`config.mk`:
```
export PLATFORM = sky130hd
export DESIGN_NAME = fp_unpacker
export DESIGN_NICKNAME = d
export VERILOG_FILES = /design/src/rtl/fp_unpacker.sv
export SDC_FILE = /design/constraint.sdc
export NUM_CORES = 1
export LEC_CHECK = 0
export BUFFER_PORTS_ARGS = -buffer_cell sky130_fd_sc_hd__buf_4
export CAP_MARGIN = 15
export CORE_ASPECT_RATIO = 0.7
export CORE_MARGIN = 2
export CORE_UTILIZATION = 50
export CTS_BUF_LIST = sky130_fd_sc_hd__clkbuf_16
export DETAILED_ROUTE_END_ITERATION = 16
export PLACE_DENSITY = 0.74
export SLEW_MARGIN = 20
export SYNTH_ARGS = -nofsm -noshare
export SYNTH_HDL_FRONTEND = slang
export SYNTH_SLANG_ARGS = --single-unit
```
`constraint.sdc`:
```
create_clock -name clk -period 4.6 [get_ports clk]
set_input_delay 0 -clock clk [delete_from_list [all_inputs] [get_ports clk]]
set_output_delay 0 -clock clk [all_outputs]
set_load 0.005 [all_outputs]
```
`src/rtl/fp_unpacker.sv`:
```
// Splits a packed IEEE-754 single/double operand into sign, 13-bit biased exponent and
// 53-bit significand with class flags; denormals are normalized a few bits per cycle.
module fp_unpacker #(
  parameter int SHIFT_STEP = 8
) (
  input  logic               clk,
  input  logic               rst_n,
  input  logic               in_valid,
  output logic               in_ready,
  input  logic               db,
  input  logic [63:0]        fa,
  output logic               out_valid,
  input  logic               out_ready,
  output logic               s,
  output logic signed [12:0] e,
  output logic [52:0]        f,
  output logic [5:0]         lz,
  output logic               is_zero,
  output logic               is_inf,
  output logic               is_nan,
  output logic               is_snan,
  output logic               is_denorm
);

  localparam logic [4:0] STEP = 5'(SHIFT_STEP);

  typedef enum logic [1:0] {
    IDLE = 2'd0,
    NORM = 2'd1,
    DONE = 2'd2
  } state_t;

  state_t state;

  // Field split; single fractions are left-aligned so both formats share one datapath.
  logic        sgn;
  logic [10:0] ex;
  logic [51:0] fr;
  logic        ex_zero;
  logic        ex_ones;
  logic        fr_zero;
  logic        fr_msb;
  logic [4:0]  nz;

  function automatic logic [4:0] lead_zeros(input logic [52:0] v);
    logic [4:0] n;
    logic       found;
    n     = STEP;
    found = 1'b0;
    for (int i = 0; i < SHIFT_STEP; i++) begin
      if (!found && v[52-i]) begin
        n     = 5'(i);
        found = 1'b1;
      end
    end
    return n;
  endfunction

  always_comb begin
    sgn = fa[63];
    if (db) begin
      ex      = fa[62:52];
      fr      = fa[51:0];
      ex_ones = &fa[62:52];
      fr_msb  = fa[51];
    end else begin
      ex      = {3'b000, fa[62:55]};
      fr      = {fa[54:32], 29'd0};
      ex_ones = &fa[62:55];
      fr_msb  = fa[54];
    end
    ex_zero = (ex == 11'd0);
    fr_zero = (fr == 52'd0);
  end

  assign nz       = lead_zeros(f);
  assign in_ready = rst_n && (state == IDLE);

  always_ff @(posedge clk) begin
    if (!rst_n) begin
      state     <= IDLE;
      out_valid <= 1'b0;
      s         <= 1'b0;
      e         <= '0;
      f         <= '0;
      lz        <= '0;
      is_zero   <= 1'b0;
      is_inf    <= 1'b0;
      is_nan    <= 1'b0;
      is_snan   <= 1'b0;
      is_denorm <= 1'b0;
    end else begin
      case (state)
        IDLE: begin
          if (in_valid) begin
            s         <= sgn;
            lz        <= '0;
            e         <= signed'({2'b00, ex});
            is_zero   <= 1'b0;
            is_inf    <= 1'b0;
            is_nan    <= 1'b0;
            is_snan   <= 1'b0;
            is_denorm <= 1'b0;
            if (ex_zero && fr_zero) begin
              is_zero   <= 1'b1;
              e         <= '0;
              f         <= '0;
              state     <= DONE;
              out_valid <= 1'b1;
            end else if (ex_ones) begin
              is_inf    <= fr_zero;
              is_nan    <= !fr_zero;
              is_snan   <= !fr_zero && !fr_msb;
              f         <= {1'b0, fr};
              state     <= DONE;
              out_valid <= 1'b1;
            end else if (ex_zero) begin
              // Denormal: effective exponent is 1, hidden bit is 0.
              is_denorm <= 1'b1;
              e         <= 13'sd1;
              f         <= {1'b0, fr};
              state     <= NORM;
            end else begin
              f         <= {1'b1, fr};
              state     <= DONE;
              out_valid <= 1'b1;
            end
          end
        end
        NORM: begin
          f  <= f << nz;
          lz <= lz + 6'(nz);
          e  <= e - signed'({8'd0, nz});
          if (nz < STEP) begin
            state     <= DONE;
            out_valid <= 1'b1;
          end
        end
        DONE: begin
          if (out_ready) begin
            state     <= IDLE;
            out_valid <= 1'b0;
          end
        end
        default: begin
          state     <= IDLE;
          out_valid <= 1'b0;
        end
      endcase
    end
  end

endmodule

```
==> flow_metrics.py <==
metrics = {
    "detailed_routing": {
        "wl_met2_um": 11830,
        "vias": 8679,
        "top_layer": "met4",
        "wl_um": 30090,
        "ant_nets": 0,
        "vias_per_cell": 7.056,
        "m1WireLength_um": 12380,
        "wl_per_cell_um": 24.46,
        "wl_met3_um": 4485,
        "drt_iter0_drc": 1613,
        "first_pass_iters": 6,
        "drc_errors": 0,
    },
    "sta": {
        "skew_ns": 0.01032,
        "worst_slew_pin_slew_ns": 0.9917,
        "fmax_ghz": 0.2527,
        "tns_ns": 0,
        "hold_viol": 0,
        "min_period_ns": 3.957,
        "rsz0062_at_grt": "no",
        "slew_headroom_pct": 33.87,
        "slew_viol_final": 0,
        "fin_crit_sh_pct": 86.01,
        "setup_violations": 0,
    },
    "setup_path": {
        "worstPathArrival_ns": 4.20,
        "crit_chain": "or4_4 -> or3_1 -> nand2_8 -> inv_2 -> fa_1 -> a21o_1 -> a2111oi_0 -> buf_4 -> nand3_1 -> nor3_1 -> o21ai_0 -> a21oi_1 -> nor2_1",
        "crit_required_ns": 4.84,
        "cp_max_fo": 19,
        "critPathMaxStageDelay_ns": 0.68,
        "cp-end-kind": "flip-flop",
        "startpoint_type": "flip-flop",
        "worst_path_max_delay_cell": "or4_4",
        "critical_path_class": "flip-flop to flip-flop",
        "rrSetupSlack_ns": 0.64,
    },
    "logic_synthesis": {
        "netlist_area_um2": 6819,
        "netlist.area_leader.share_pct": 23.78,
        "syn-instance-count": 913,
        "synth_common_cells": "a21oi_1 (92), dfxtp_1 (81), nand2_1 (73)",
        "synth_most_common_cell": "a21oi_1",
        "yosysWarnings": 0,
        "ys_ff_latch": 81,
        "syn_nets": 992,
        "synth.area.top_cells": "dfxtp_1 (24%), mux2i_1 (9.0%), a21oi_1 (6.8%), o21ai_0 (5.0%), nand2_1 (4.0%)",
        "synthMuxAreaShare_pct": 10.61,
        "synth_adder_area_share_pct": 2.055,
        "yosysSeqAreaShare_pct": 23.78,
        "synth_top_family_by_area": "compound AO/OA/AOI/OAI gates",
        "synth-simple-area-share_pct": 22.06,
        "netlist.top_cell.by_area": "dfxtp_1",
        "syn_area_per_cell_um2": 7.469,
        "synth_xor_area_share_pct": 0.3853,
        "synthFlopType": "dfxtp_1",
        "synth-compound-area-share_pct": 34.97,
        "synth_edf_count": 0,
        "async_flop_share_pct": 0,
        "yosysUniqueCellTypes": 79,
    },
    "clock_network": {
        "cts_tree": "built",
        "cts_made_buffers": 9,
        "htreeDepth": 3,
        "clock_path_buffers": 2,
        "cts.sinks": 81,
        "clock_latency_ns": 0.36,
        "root_buffer": "clkbuf_16",
        "path_clk_slew_ns": 0.08,
    },
    "layout": {
        "utilization_pct": 64.47,
        "fill_cells": 1206,
        "nets": 1119,
        "ff_latch_area_um2": 1622,
        "multi_input_area_um2": 4795,
        "drive_gt1_share_pct": 21.53,
        "area_delta_synth_final_pct": 25.03,
        "diodes": 0,
        "layout.cells.non_filler": 1230,
    },
    "die": {
        "ios": 149,
        "fp.dieH_um": 101.7,
        "dieArea_um2": 14600,
        "die_w_um": 143.6,
        "std_cell_rows": 35,
        "start_util_pct": 51.56,
        "core_um2": 13230,
    },
    "run_status": {
        "outcome": "finished, final reports clean",
    },
    "global_routing": {
        "track_usage_pct": 41.09,
        "grt_pass1_wl_um": 45750,
        "grt_max_degree": 62,
        "first_global_vias": 7666,
        "antenna_found_initial": 0,
        "grt_overflow": 0,
    },
    "power_and_ir_drop": {
        "p_leak_nw": 3.482,
        "ir_drop_uv": 178.5,
        "power_density_nw_per_um2": 314.6,
    },
    "placed_design": {
        "hpwl_um": 21580,
        "gp_congestion": 1.008,
        "post-place-cells": 1193,
        "port_buffers": 148,
    },
    "run": {
        "max-cap-violations": 0,
    },
    "hold_path": {
        "hold_class": "input pin to flip-flop",
    },
}
## state kept, by name, summed over array words and instances, names as in the netlist
register	cells
is_snan	1
is_inf	1
out_valid	1
lz	6
is_denorm	1
f	53
e	13
is_nan	1
s	1
state	2
is_zero	1
## through the flow
step	instance area [um2]	hold slack (ns)	setup WS, ns	power [W]
6_report	8526	0.003376	0.6435	0.002682
5_1_grt	8526	0.01722	0.4261	0.002778
4_1_cts	8526	0.004625	0.7290	0.002628
2_1_floorplan	6819	0.1360	0.6931	0.001509
3_3_place_gp	8029	0.2486	0.7337	0.001893
3_5_place_dp	8029	0.2625	0.7615	0.001891
## routing by layer
layer / vias up / GRT usage (%)
li1: 3795 / -
met1: 3983 / 59.78
met2: 784 / 57.44
met3: 117 / 10.54
met4: 0 / 16.74
met5: - / 0
## cell usage in the layout (no fill, tap or decap), types with 4 or more instances in the layout
cell and n:
a211o_1 4, a211oi_1 28, a21boi_0 7, a21o_1 5
a21oi_1 92, a221oi_1 17, a22o_1 8, a22oi_1 33
a31oi_1 24, and2_1 4, and3_1 18, buf_4 176
clkbuf_16 9, dfxtp_1 81, dlygate4sd3_1 21, ha_1 8
inv_1 12, inv_2 4, mux2_2 6, mux2i_1 61
nand2_1 73, nand2b_1 6, nand3_1 45, nand4_1 18
nor2_1 63, nor2b_1 6, nor3_1 12, nor4_1 16
o211ai_1 16, o21ai_0 68, o21ai_1 5, o221ai_1 11
o22ai_1 10
## area by class of cell
class | instances | area share (%)
Clock buffer | 9 | 2.642
Clock inverter | 7 | 0.7191
Inverter | 16 | 0.7044
Multi-Input combinational cell | 735 | 56.24
Sequential cell | 81 | 19.02
Tap cell | 185 | 2.715
Timing Repair Buffer | 197 | 17.96
## cells by family (layout without fill, tap and decap cells)
group,after synthesis,in the layout
AOI/OAI and AO/OA,363,363
xor gates and xnor gates,3,3
adders and majority gates,10,10
buffers and inverters,97,229
DFF,81,81
muxes,69,69
and+or+nand+nor,290,290
## where the power goes
group / internal [W] / leakage [nW] / switching (W)
registers: 0.000747 / 0.666 / 0.0000853
clock network: 0.000378 / 0.140 / 0.000356
logic: 0.000426 / 2.68 / 0.000690
## repair_timing
action / CTS / global route
setup buffers: 0 / 0
gates resized for setup: 0 / 0
hold endpoints to repair: 20 / 0
hold buffers: 21 / 0
## worst max-delay path: cells and delay by family (launching register included)
kind,cells,cell delay (ns)
buffers and inverters,2,0.39
AOI/OAI and AO/OA,4,0.96
adders and majority gates,1,0.44
DFF,1,0.40
and+or+nand+nor,6,1.66
## worst paths after layout
path	start	endpoint	cells past startpoint
max	f[50]	e[12]	13
min	fa[9]	f[9]	3
max reg2reg	f[50]	e[12]	13
min reg2reg	is_zero	is_zero	2
No activity file was read; power rests on OpenSTA's default activity.
